### src/rtl/mmio_io_responder_if.sv
// Processor data-bus view of the MMIO I/O responder: address, store/load strobes and load return.
// The processor side is the master; the responder is the slave.
interface mmio_io_responder_if;
    logic [31:0] Address;
    logic [31:0] WriteData;
    logic        MemWrite;
    logic        MemRead;
    logic [31:0] ReadData;
    logic        Hit;

    modport master (
        output Address,
        output WriteData,
        output MemWrite,
        output MemRead,
        input  ReadData,
        input  Hit
    );

    modport slave (
        input  Address,
        input  WriteData,
        input  MemWrite,
        input  MemRead,
        output ReadData,
        output Hit
    );
endinterface

### src/rtl/mmio_io_responder.sv
// 64-byte MMIO window with an output port, a synchronised input port with rising-edge status,
// and a free-running compare timer; zero-wait-state single-cycle access for a simple CPU datapath.
module mmio_io_responder #(
    parameter logic [31:0] IO_BASE = 32'h1001_0000
) (
    input  logic                 clk,
    input  logic                 reset,
    mmio_io_responder_if.slave   bus,
    input  logic [7:0]           PortIn,
    output logic [31:0]          PortOut,
    output logic                 Irq
);
    localparam int DATA_W = 32;

    localparam logic [3:0] OFF_PORT_OUT  = 4'h0;
    localparam logic [3:0] OFF_PORT_IN   = 4'h1;
    localparam logic [3:0] OFF_EDGE_STAT = 4'h2;
    localparam logic [3:0] OFF_TCOUNT    = 4'h3;
    localparam logic [3:0] OFF_TCMP      = 4'h4;
    localparam logic [3:0] OFF_TCTRL     = 4'h5;
    localparam logic [3:0] OFF_TSTAT     = 4'h6;

    // Sticky status update: a new set always beats a same-cycle write-1-to-clear.
    function automatic logic [7:0] w1c_update(input logic [7:0] cur,
                                              input logic [7:0] clr,
                                              input logic [7:0] set);
        return (cur & ~clr) | set;
    endfunction

    logic [DATA_W-1:0] port_out;
    logic [7:0]        sync1;
    logic [7:0]        sync2;
    logic [7:0]        prev;
    logic [7:0]        edge_stat;
    logic [DATA_W-1:0] tcount;
    logic [DATA_W-1:0] tcmp;
    logic              tctrl_en;
    logic              tstat_match;

    logic [3:0]        offset;
    logic              hit;
    logic              wr;
    logic              rd;
    logic [7:0]        edge_rise;
    logic [7:0]        edge_clr;
    logic [7:0]        edge_next;
    logic              tmatch;
    logic              tstat_clr;
    logic              tstat_next;
    logic [DATA_W-1:0] tcount_next;
    logic [DATA_W-1:0] read_mux;

    logic unused_addr_lsbs;
    assign unused_addr_lsbs = ^bus.Address[1:0];

    // Address decode and strobes
    assign offset = bus.Address[5:2];
    assign hit    = (bus.Address[31:6] == IO_BASE[31:6]);
    assign wr     = bus.MemWrite && hit;
    assign rd     = bus.MemRead && hit;

    // Edge detector and timer next-state
    always_comb begin
        edge_rise   = sync2 & ~prev;
        edge_clr    = (wr && offset == OFF_EDGE_STAT) ? bus.WriteData[7:0] : 8'h00;
        edge_next   = w1c_update(edge_stat, edge_clr, edge_rise);

        // Match is judged on the pre-write count so a software reload cannot hide it.
        tmatch      = tctrl_en && (tcount == tcmp);
        tstat_clr   = wr && (offset == OFF_TSTAT) && bus.WriteData[0];
        tstat_next  = (tstat_match && !tstat_clr) || tmatch;

        tcount_next = tcount;
        if (wr && offset == OFF_TCOUNT)
            tcount_next = bus.WriteData;
        else if (tmatch)
            tcount_next = '0;
        else if (tctrl_en)
            tcount_next = tcount + 1'b1;
    end

    always_ff @(posedge clk or negedge reset) begin
        if (!reset) begin
            port_out    <= '0;
            sync1       <= '0;
            sync2       <= '0;
            prev        <= '0;
            edge_stat   <= '0;
            tcount      <= '0;
            tcmp        <= '0;
            tctrl_en    <= 1'b0;
            tstat_match <= 1'b0;
        end else begin
            sync1       <= PortIn;
            sync2       <= sync1;
            prev        <= sync2;
            edge_stat   <= edge_next;
            tcount      <= tcount_next;
            tstat_match <= tstat_next;
            if (wr && offset == OFF_PORT_OUT) port_out <= bus.WriteData;
            if (wr && offset == OFF_TCMP)     tcmp     <= bus.WriteData;
            if (wr && offset == OFF_TCTRL)    tctrl_en <= bus.WriteData[0];
        end
    end

    // Load return path
    always_comb begin
        read_mux = '0;
        case (offset)
            OFF_PORT_OUT:  read_mux = port_out;
            OFF_PORT_IN:   read_mux = {24'h0, sync2};
            OFF_EDGE_STAT: read_mux = {24'h0, edge_stat};
            OFF_TCOUNT:    read_mux = tcount;
            OFF_TCMP:      read_mux = tcmp;
            OFF_TCTRL:     read_mux = {31'h0, tctrl_en};
            OFF_TSTAT:     read_mux = {31'h0, tstat_match};
            default:       read_mux = '0;
        endcase
    end

    assign bus.ReadData = rd ? read_mux : '0;
    assign bus.Hit      = hit;
    assign PortOut      = port_out;
    assign Irq          = (|edge_stat) || tstat_match;

endmodule

### src/flat_wrapper.sv
// flat-port wrapper written by rule: the top's interface ports become plain ports
module mmio_io_responder_flat 
#(
    parameter logic [31:0] IO_BASE = 32'h1001_0000
)
  (clk, reset, PortIn, PortOut, Irq, bus_Address, bus_WriteData, bus_MemWrite, bus_MemRead, bus_ReadData, bus_Hit);
  mmio_io_responder_if bus_i ();
  input  logic clk;
  input  logic reset;
  input  logic [7:0] PortIn;
  output logic [31:0] PortOut;
  output logic Irq;
  input wire logic [$bits(bus_i.Address)-1:0] bus_Address;
  input wire logic [$bits(bus_i.WriteData)-1:0] bus_WriteData;
  input wire logic [$bits(bus_i.MemWrite)-1:0] bus_MemWrite;
  input wire logic [$bits(bus_i.MemRead)-1:0] bus_MemRead;
  output wire logic [$bits(bus_i.ReadData)-1:0] bus_ReadData;
  output wire logic [$bits(bus_i.Hit)-1:0] bus_Hit;
  assign bus_i.Address = bus_Address;
  assign bus_i.WriteData = bus_WriteData;
  assign bus_i.MemWrite = bus_MemWrite;
  assign bus_i.MemRead = bus_MemRead;
  assign bus_ReadData = bus_i.ReadData;
  assign bus_Hit = bus_i.Hit;
  mmio_io_responder #(.IO_BASE(IO_BASE)) u_core (.clk(clk), .reset(reset), .bus(bus_i), .PortIn(PortIn), .PortOut(PortOut), .Irq(Irq));
endmodule
### config.mk
export PLATFORM = sky130hd
export DESIGN_NAME = mmio_io_responder_flat
export DESIGN_NICKNAME = d
export VERILOG_FILES = /design/src/rtl/mmio_io_responder_if.sv /design/src/rtl/mmio_io_responder.sv /design/src/flat_wrapper.sv
export SDC_FILE = /design/constraint.sdc
export NUM_CORES = 1
export LEC_CHECK = 0
export BUFFER_PORTS_ARGS = -buffer_cell sky130_fd_sc_hd__buf_2
export CAP_MARGIN = 25
export CORE_UTILIZATION = 45
export CTS_BUF_LIST = sky130_fd_sc_hd__clkbuf_8
export CTS_CLUSTER_SIZE = 28
export DETAILED_ROUTE_END_ITERATION = 7
export HOLD_SLACK_MARGIN = 0.03
export PLACE_DENSITY = 0.67
export SYNTH_ARGS = -nofsm -noshare
export SYNTH_HDL_FRONTEND = slang
export SYNTH_SLANG_ARGS = --single-unit
### constraint.sdc
create_clock -name clk -period 3 [get_ports clk]
set_input_delay 0.15 -clock clk [delete_from_list [all_inputs] [get_ports clk]]
set_output_delay 0.15 -clock clk [all_outputs]
set_load 0.02 [all_outputs]
==> results.sh, run 1 <==
export IMPL_status="finished, final reports clean"
export IMPL_fin_util_pct=57.52
export IMPL_cts_resized=0
export IMPL_maxCapViolations=0
export IMPL_tightestPinTransition_ns=0.8570
export IMPL_cp_arrival_ns=2.86
export IMPL_synth_area_sq_um=6726
export IMPL_routedWlPerCell_um=18.46
export IMPL_finClkSkew_ns=0.01067
export IMPL_synth_edf_count=0
export IMPL_leakage_nw=3.761
export IMPL_cts_sink_count=130
export IMPL_io_buffer_count=139
export IMPL_cp_slowest_stage_delay_ns=0.61
export IMPL_rows=44
export IMPL_combinationalPowerShare_pct=6.1
export IMPL_avgSynthCellArea_sq_um=11.17
export IMPL_grt_antenna_before_repair=0
export IMPL_ys_warn_count=0
export IMPL_min_path_type="in -> reg"
export IMPL_synthFlopType="dfrtp_1"
export IMPL_postSynthCellCount=602
export IMPL_hold_slack_ns=0.1755
export IMPL_path_clk_slew_ns=0.07
export IMPL_start_kind="register"
export IMPL_p_int_mw=2.732
export IMPL_layout_min_cycle_time_ns=2.518
export IMPL_final_antenna_net_count=0
export IMPL_grt_pass1_vias=5625
export IMPL_nets=853
export IMPL_antenna_cells=0
export IMPL_totalWireLength_um=17910
export IMPL_switchingPower_mw=0.7602
export IMPL_viasPerCell=5.766
export IMPL_final_max_slew_violation_count=0
export IMPL_cts_root_buf="clkbuf_8"
export IMPL_fin_area_sq_um=8361
export IMPL_final_cell_mix="buf_2 (138), dfrtp_1 (130), mux2_2 (68)"
export IMPL_sw_frac_of_total_pct=21.77
export IMPL_p_seq_share_pct=50.9
export IMPL_hpwl_um=12510
export IMPL_synth_nets=679
export IMPL_power_density_nw_per_um2=417.7
export IMPL_setup_viol=0
export IMPL_hold_buffers=42
export IMPL_clk_latency_ns=0.45
export IMPL_drive_gt1_share_pct=34.22
export IMPL_floorplan_die_area_sq_um=15440
export IMPL_tns_ns=0
export IMPL_fp_dieW_um=124.3
export IMPL_ios=142
export IMPL_grt_start_max_net_pins=80
export IMPL_endpoint_kind="register"
export IMPL_die_h_um=124.3
export IMPL_post_cts_buffers=0
export IMPL_ys_seq_area_share_pct=48.36
export IMPL_hold_violations=0
export IMPL_cts_tree="yes"
export IMPL_vias=5593
export IMPL_start_util_pct=46.28
export IMPL_crit_slowest_cell="or4_4"
export IMPL_async_flop_share_pct=100.0
export IMPL_crit_chain="nand4_4 -> or4_4 -> nor4_1 -> nand2_1 -> xor2_1 -> o31ai_2"
export IMPL_max_freq_mhz=397.2
export IMPL_crit_path_max_fanout=7
export IMPL_ir_drop_mv=0.2643
export IMPL_cp_required_ns=3.35
export IMPL_firstDrtPassIters=6
export IMPL_syn2layout_area_growth_pct=24.29
export IMPL_fin_cells=970
export IMPL_rrSetupSlack_ns=0.48
export IMPL_dpl_cell_area_sq_um=7548
export IMPL_grt_ovfl_total=0
export IMPL_h_tree_depth=4
export IMPL_dr_first_iter_drc_count=531
export IMPL_mostFrequentLayoutCell="buf_2"
export IMPL_clkPwrFrac_pct=43.0
export IMPL_min_period_over_period_pct=83.92
export IMPL_placedCellCount=899
export IMPL_core_area_sq_um=14530
export IMPL_nFillCells=1227
export IMPL_grtUsageTotal_pct=23.85
export IMPL_ys_ff_latch=130
export IMPL_synth_distinct_cells=46
export IMPL_drc=0
export IMPL_cts_buffers=17
export IMPL_place_congestion=0.9228
export IMPL_rsz0062_at_grt="no"
export IMPL_worstSetupPathType="reg -> reg"
export IMPL_grt_pass1_wl_um=29330
export IMPL_ctsLongestPathBuffers=2
export IMPL_slew_headroom_pct=42.87
## routing by layer
layer	vias up	share of wire (%)	track usage, %
met5	-	0	0
met4	0	1.8	7.725
li1	2575	-	-
met1	2779	44	31.66
met3	35	5.5	5.026
met2	204	49	38.90
## kinds of logic after synthesis
kind of cell               after synthesis  synth area share [%]
and+or+nand+nor                        190                 14.43
DFF                                    130                 48.36
AOI/OAI and AO/OA                       85                 11.07
muxes                                   74                 12.35
xor gates and xnor gates                62                 8.073
buffers and inverters                   60                 5.524
adders and majority gates                1                0.1860
## metrics by stage
step | worst slack (ns) | total power [mW]
6_report | 0.4824 | 3.492
3_3_place_gp | 0.6171 | 1.975
4_1_cts | 0.5414 | 3.521
3_5_place_dp | 0.5775 | 1.982
2_1_floorplan | 0.7175 | 1.858
5_1_grt | 0.4032 | 3.622
## worst paths after layout
| path | start | to | cells after the start |
|---|---|---|---|
| max | u_core.tcount[8] | u_core.tcount[28] | 6 |
| min | bus_Address[5] | u_core.tstat_match | 3 |
| max reg2reg | u_core.tcount[8] | u_core.tcount[28] | 6 |
| min reg2reg | u_core.sync1[1] | u_core.sync2[1] | 0 |
| max in group asynchronous | reset | u_core.prev[0] | 3 |
| min in group asynchronous | reset | u_core.PortOut[14] | 2 |
## layout make-up
cell class | instances | area, sq um | share of cell area, %
Inverter | 12 | 45.04 | 0.5388
Tap cell | 184 | 230.2 | 2.754
Clock buffer | 20 | 275.3 | 3.292
Timing Repair Buffer | 203 | 1309 | 15.65
Sequential cell | 130 | 3253 | 38.91
Multi-Input combinational cell | 412 | 3132 | 37.46
Clock inverter | 9 | 116.4 | 1.392
## cell usage after synthesis, types with 15 or more instances
cell type  number  share of area (%)
dfrtp_1       130                 48
mux2_2         68                 11
nand2_1        55                3.1
nor2_1         44                2.5
xor2_1         44                5.7
a222oi_1       32                4.8
o31ai_1        29                3.2
clkbuf_1       26                1.5
nor4_1         22                2.0
xnor2_1        18                2.3
nand3_1        17                1.3
a22o_1         15                2.0
## state kept, by name, summed over array words and instances, names as in the netlist
| register | count |
|---|---|
| u_core.PortOut | 32 |
| u_core.edge_stat | 8 |
| u_core.prev | 8 |
| u_core.sync1 | 8 |
| u_core.sync2 | 8 |
| u_core.tcmp | 32 |
| u_core.tcount | 32 |
| u_core.tctrl_en | 1 |
| u_core.tstat_match | 1 |
## power groups by stage
stage | clock, mW | combinational (mW) | sequential [mW]
2_1_floorplan | 0 | 0.0508 | 1.81
3_3_place_gp | 0 | 0.167 | 1.81
3_5_place_dp | 0 | 0.173 | 1.81
4_1_cts | 1.53 | 0.215 | 1.78
5_1_grt | 1.61 | 0.237 | 1.78
6_report | 1.50 | 0.214 | 1.78
## critical path, delay by kind of cell (launching register included)
family | cells | cell delay [ns]
xor+xnor | 1 | 0.17
compound gates | 1 | 0.19
flops | 1 | 0.51
simple gates | 4 | 1.54
Power figures use the tool's default switching activity.
==> run 2: changes to the inputs <==
--- a/config.mk
+++ b/config.mk
@@ -12,7 +12,7 @@
 export CTS_CLUSTER_SIZE = 28
 export DETAILED_ROUTE_END_ITERATION = 7
 export HOLD_SLACK_MARGIN = 0.03
-export PLACE_DENSITY = 0.67
+export PLACE_DENSITY = 0.69
 export SYNTH_ARGS = -nofsm -noshare
 export SYNTH_HDL_FRONTEND = slang
 export SYNTH_SLANG_ARGS = --single-unit
==> constraint.sdc (replaced) <==
create_clock -name clk -period 2.2 [get_ports clk]
set_input_delay 0.11 -clock clk [delete_from_list [all_inputs] [get_ports clk]]
set_output_delay 0.11 -clock clk [all_outputs]
set_load 0.02 [all_outputs]
==> run 2 against run 1 <==
Against the previous run: the run now ends with negative setup slack left; via count is essentially flat; fmax grew 14%; setup slack got worse by 0.48 ns; largest cell class unchanged; largest power group unchanged.
==> results.sh, run 2 (synthesized netlist as in run 1, its figures left out) <==
export IMPL_routedWlPerCell_um=18.14
export IMPL_clkPwrFrac_pct=45.2
export IMPL_ctsLongestPathBuffers=2
export IMPL_hpwl_um=12630
export IMPL_vias=5595
export IMPL_multi_input_area_sq_um=3173
export IMPL_start_util_pct=46.28
export IMPL_drc=0
export IMPL_fin_area_sq_um=8701
export IMPL_dr_first_iter_drc_count=494
export IMPL_tightestPinTransition_ns=0.7289
export IMPL_fin_util_pct=59.87
export IMPL_place_congestion=0.8894
export IMPL_sw_frac_of_total_pct=23.02
export IMPL_finClkSkew_ns=0.01411
export IMPL_grt_start_max_net_pins=131
export IMPL_cts_buffers=17
export IMPL_switchingPower_mw=1.139
export IMPL_p_seq_share_pct=48.9
export IMPL_h_tree_depth=4
export IMPL_io_buffer_count=139
export IMPL_cts_sink_count=130
export IMPL_cp_slowest_stage_delay_ns=0.54
export IMPL_clk_latency_ns=0.46
export IMPL_ios=142
export IMPL_nets=878
export IMPL_leakage_nw=3.904
export IMPL_hold_violations=0
export IMPL_final_cell_mix="buf_2 (137), dfrtp_1 (130), mux2_2 (67)"
export IMPL_endpoint_kind="register"
export IMPL_drive_gt1_share_pct=37.59
export IMPL_fp_dieW_um=124.3
export IMPL_ir_drop_mv=0.4160
export IMPL_crit_slowest_cell="or4_4"
export IMPL_layout_setup_ws_ns=-0.001211
export IMPL_dpl_cell_area_sq_um=7789
export IMPL_slew_headroom_pct=51.41
export IMPL_min_period_over_period_pct=100.1
export IMPL_seq_area_sq_um=3253
export IMPL_final_antenna_net_count=0
export IMPL_setup_viol=1
export IMPL_p_int_mw=3.809
export IMPL_combinationalPowerShare_pct=5.8
export IMPL_grt_pass1_wl_um=29640
export IMPL_antenna_cells=0
export IMPL_violations="negative setup slack"
export IMPL_totalWireLength_um=18100
export IMPL_worstSetupPathType="reg -> reg"
export IMPL_rows=44
export IMPL_syn2layout_area_growth_pct=29.35
export IMPL_final_max_slew_violation_count=0
export IMPL_cts_root_buf="clkbuf_8"
export IMPL_die_h_um=124.3
export IMPL_path_clk_slew_ns=0.08
export IMPL_start_kind="register"
export IMPL_crit_path_max_fanout=6
export IMPL_fin_cells=998
export IMPL_grt_pass1_vias=5730
export IMPL_mostFrequentLayoutCell="buf_2"
export IMPL_cp_arrival_ns=2.56
export IMPL_grt_antenna_before_repair=0
export IMPL_crit_chain="nand4_4 -> or4_4 -> buf_4 -> nor4_1 -> nand2_1 -> xor2_1 -> o31ai_2"
export IMPL_grt_ovfl_total=0
export IMPL_rsz0062_at_grt="yes"
export IMPL_power_density_nw_per_um2=568.6
export IMPL_cts_tree="yes"
export IMPL_floorplan_die_area_sq_um=15440
export IMPL_maxCapViolations=0
export IMPL_layout_min_cycle_time_ns=2.201
export IMPL_grtUsageTotal_pct=24.28
export IMPL_firstDrtPassIters=6
export IMPL_status="complete, but fails checks"
export IMPL_nFillCells=1222
export IMPL_min_path_type="in -> reg"
export IMPL_cp_required_ns=2.56
export IMPL_placedCellCount=922
export IMPL_core_area_sq_um=14530
export IMPL_max_freq_mhz=454.3
export IMPL_viasPerCell=5.606
==> run 2: changes by cell type in the layout (fill, tap and decap cells not counted), sizes merged <==
cell and delta:
bufinv +1, clkbuf -2, buf +25, clkinvlp +2, inv -2, clkinv +4
==> run 2: power groups by stage <==
stage | registers, mW | logic [mW] | clock network [mW]
3_5_place_dp | 2.47 | 0.231 | 0
5_1_grt | 2.42 | 0.318 | 2.37
4_1_cts | 2.42 | 0.289 | 2.28
3_3_place_gp | 2.47 | 0.225 | 0
6_report | 2.42 | 0.288 | 2.24
2_1_floorplan | 2.46 | 0.0693 | 0
==> run 2: worst max-delay path: cells and delay by family, from the launching register on <==
kind	cells	cell delay (ns)
xor gates and xnor gates	1	0.16
and+or+nand+nor	4	1.18
buffers and inverters	1	0.17
DFF	1	0.41
AOI/OAI and AO/OA	1	0.19
==> run 2: final cells by class <==
type                       count  share of cell area, %
clock buffer                  18                  2.847
clock inverter                14                  2.143
inverter                      12                 0.5177
multi-input combinational    412                  36.47
sequential                   130                  37.39
tap                          184                  2.646
timing repair buffer         228                  17.99
==> run 2: through the flow <==
stage	setup TNS (ns)	power, mW	hold WS [ns]	setup slack [ns]
2_1_floorplan	0	2.533	-0.1856	0.08585
3_3_place_gp	-1.845	2.691	0.2187	-0.04956
3_5_place_dp	-3.490	2.699	0.2193	-0.07887
4_1_cts	0	4.991	0.08795	0.01273
5_1_grt	-0.4790	5.115	0.1203	-0.09254
6_report	-0.001211	4.948	0.1265	-0.001211
==> run 2: what timing repair did <==
item / 4_1_cts / 5_1_grt
setup buffers: 0 / 2
setup endpoints to repair: 0 / 7
hold buffers: 42 / 0
gates resized for setup: 0 / 11
hold endpoints to repair: 243 / 0
==> run 2: path summary, 6_finish.rpt <==
check                                       from                 end  slack (ns)  cells after the start
worst max register to register  u_core.tcount[7]   u_core.tcount[28]      -0.001                      7
worst min register to register   u_core.sync1[6]     u_core.sync2[6]        0.35                      0
worst max-delay path            u_core.tcount[7]   u_core.tcount[28]      -0.001                      7
min in group asynchronous                  reset     u_core.tcmp[15]        0.25                      3
worst min-delay path              bus_Address[5]  u_core.tstat_match        0.13                      3
max in group asynchronous                  reset   u_core.tcount[11]        1.36                      3
==> run 2: metal layers <==
metal	up-vias	GRT usage, %	share of wire [%]
met2	196	39.97	49
met4	0	8.009	1.7
li1	2626	-	-
met3	28	5.713	5.4
met5	-	0	0
met1	2745	31.44	44
==> run 3: changes to the inputs <==
--- a/config.mk
+++ b/config.mk
@@ -11,8 +11,10 @@
 export CTS_BUF_LIST = sky130_fd_sc_hd__clkbuf_8
 export CTS_CLUSTER_SIZE = 28
 export DETAILED_ROUTE_END_ITERATION = 7
+export GPL_ROUTABILITY_DRIVEN = 0
 export HOLD_SLACK_MARGIN = 0.03
 export PLACE_DENSITY = 0.69
+export SETUP_SLACK_MARGIN = 0.02
 export SYNTH_ARGS = -nofsm -noshare
 export SYNTH_HDL_FRONTEND = slang
 export SYNTH_SLANG_ARGS = --single-unit
==> run 3 against run 2 <==
Against the previous run: the run now ends clean; die area did not move; final cell count did not move; wire length barely moved; critical endpoint is now u_core.tcount[20]; highest routed layer unchanged.
==> results.sh, run 3 (synthesized netlist as in run 1, its figures left out) <==
export IMPL_multi_input_area_sq_um=3234
export IMPL_status="finished, final reports clean"
export IMPL_sw_frac_of_total_pct=22.09
export IMPL_path_clk_slew_ns=0.08
export IMPL_p_seq_share_pct=48.4
export IMPL_grt_pass1_vias=5788
export IMPL_viasPerCell=5.720
export IMPL_start_kind="register"
export IMPL_grtUsageTotal_pct=24.18
export IMPL_fin_util_pct=60.40
export IMPL_worstHoldEndpoint="u_core.tstat_match"
export IMPL_start_util_pct=46.28
export IMPL_syn2layout_area_growth_pct=30.51
export IMPL_min_period_over_period_pct=98.39
export IMPL_clk_latency_ns=0.47
export IMPL_final_cell_mix="buf_2 (138), dfrtp_1 (126), mux2_2 (68)"
export IMPL_cp_slowest_stage_delay_ns=0.55
export IMPL_firstDrtPassIters=6
export IMPL_wl_met2_um=8624
export IMPL_endpoint_kind="register"
export IMPL_vias=5709
export IMPL_core_area_sq_um=14530
export IMPL_cts_tree="yes"
export IMPL_final_max_slew_violation_count=0
export IMPL_final_antenna_net_count=0
export IMPL_highest_layer="met4"
export IMPL_fin_area_sq_um=8778
export IMPL_ctsLongestPathBuffers=2
export IMPL_crit_path_max_fanout=4
export IMPL_seq_area_sq_um=3258
export IMPL_nFillCells=1198
export IMPL_mostFrequentLayoutCell="buf_2"
export IMPL_totalWireLength_um=18120
export IMPL_power_density_nw_per_um2=569.4
export IMPL_cts_buffers=17
export IMPL_worstReg2RegEnd="u_core.tcount[20]"
export IMPL_grt_ovfl_total=0
export IMPL_floorplan_die_area_sq_um=15440
export IMPL_rrSetupSlack_ns=0.04
export IMPL_crit_chain="nand4_4 -> or4_4 -> buf_6 -> or3_4 -> nor2_4 -> xnor2_2 -> o31ai_2"
export IMPL_cp_required_ns=2.58
export IMPL_rows=44
export IMPL_drive_gt1_share_pct=38.70
export IMPL_crit_slowest_cell="or4_4"
export IMPL_p_int_mw=3.894
export IMPL_drc=0
export IMPL_ios=142
export IMPL_cts_sink_count=130
export IMPL_layout_min_cycle_time_ns=2.165
export IMPL_cts_root_buf="clkbuf_8"
export IMPL_wl_met3_um=1220
export IMPL_h_tree_depth=4
export IMPL_io_buffer_count=139
export IMPL_grt_pass1_wl_um=29680
export IMPL_setup_viol=0
export IMPL_reg2reg_depth=7
export IMPL_die_h_um=124.3
export IMPL_hold_violations=0
export IMPL_cp_arrival_ns=2.54
export IMPL_maxCapViolations=0
export IMPL_hp_start="bus_Address[5]"
export IMPL_grt_start_max_net_pins=66
export IMPL_slew_headroom_pct=64.93
export IMPL_dr_first_iter_drc_count=590
export IMPL_clkPwrFrac_pct=45.8
export IMPL_wl_met1_um=7812
export IMPL_finClkSkew_ns=0.01057
export IMPL_fp_dieW_um=124.3
export IMPL_combinationalPowerShare_pct=5.8
export IMPL_dpl_cell_area_sq_um=7796
export IMPL_grt_antenna_before_repair=0
export IMPL_total_power_mw=4.998
export IMPL_routedWlPerCell_um=18.15
export IMPL_hpwl_um=12880
export IMPL_nets=878
export IMPL_hold_depth=3
export IMPL_tightestPinTransition_ns=0.5261
export IMPL_crit_reg2reg_launch="u_core.tcount[7]"
export IMPL_min_path_type="in -> reg"
export IMPL_max_freq_mhz=462.0
export IMPL_leakage_nw=3.941
export IMPL_rsz0062_at_grt="yes"
export IMPL_antenna_cells=0
export IMPL_switchingPower_mw=1.104
export IMPL_ir_drop_mv=0.4106
export IMPL_worstSetupPathType="reg -> reg"
run 3: cell types whose count changed in the layout (fill, tap and decap cells not counted), moves of 2 or more:
cell	before	now
clkinv_2	5	3
nor2_4	1	3
inv_1	12	14
clkbuf_8	18	21
dfrtp_2	0	4
nor4_1	21	18
dfrtp_1	130	126
nor4_2	2	4
run 3: per-layer routing:
layer  vias up  track usage (%)
li1       2631                -
met1      2796            31.83
met2       235            38.09
met3        47            6.400
met4         0            9.284
met5         -                0
run 3: cell type report:
class / count / share of cell area [%]
clock buffer: 21 / 3.292
clock inverter: 11 / 1.810
inverter: 12 / 0.5131
multi-input combinational: 412 / 36.84
sequential: 130 / 37.12
tap: 184 / 2.623
timing repair buffer: 228 / 17.80
run 3: metrics by stage:
step	setup slack, ns	std cells	hold WS (ns)	TNS [ns]
floorplan	0.08585	602	-0.1856	0
global placement	-0.03737	923	0.1176	-0.9444
detailed placement	-0.1445	923	0.1229	-8.162
CTS	-0.009743	997	0.09541	-0.009743
global route	-0.1117	998	0.1382	-0.2440
finish	0.03540	998	0.1115	0
run 3: how the worst max path moves through the flow:
stage | from | endpoint | slack [ns] | cells past startpoint
6_report | u_core.tcount[7] | u_core.tcount[20] | 0.04 | 7
3_5_place_dp | bus_Address[17] | u_core.PortOut[15] | -0.14 | 7
3_3_place_gp | bus_Address[25] | u_core.tctrl_en | -0.04 | 6
5_1_grt | u_core.tcount[7] | bus_ReadData[7] | -0.11 | 6
2_1_floorplan | u_core.tcount[9] | u_core.tcount[28] | 0.09 | 7
4_1_cts | u_core.tcount[7] | bus_ReadData[7] | -0.01 | 6
run 3: critical path, delay by kind of cell (launching register included):
family / cells / cell delay (ns)
and+or+nand+nor: 4 / 1.22
DFF: 1 / 0.40
AOI/OAI and AO/OA: 1 / 0.23
buffers and inverters: 1 / 0.15
xor gates and xnor gates: 1 / 0.08
run 3: power groups by stage:
stage / clock network [mW] / registers (mW) / logic, mW
2_1_floorplan: 0 / 2.46 / 0.0693
3_3_place_gp: 0 / 2.47 / 0.227
3_5_place_dp: 0 / 2.47 / 0.232
4_1_cts: 2.33 / 2.42 / 0.290
5_1_grt: 2.42 / 2.42 / 0.318
6_report: 2.29 / 2.42 / 0.290
run 3: what timing repair did:
| action | 4_1_cts | 5_1_grt |
|---|---|---|
| endpoints found under the setup margin | 3 | 40 |
| hold buffers | 42 | 0 |
| pin swaps | 0 | 3 |
| endpoints found under the hold margin | 150 | 0 |
| setup buffers | 0 | 1 |
| resized for setup | 3 | 21 |
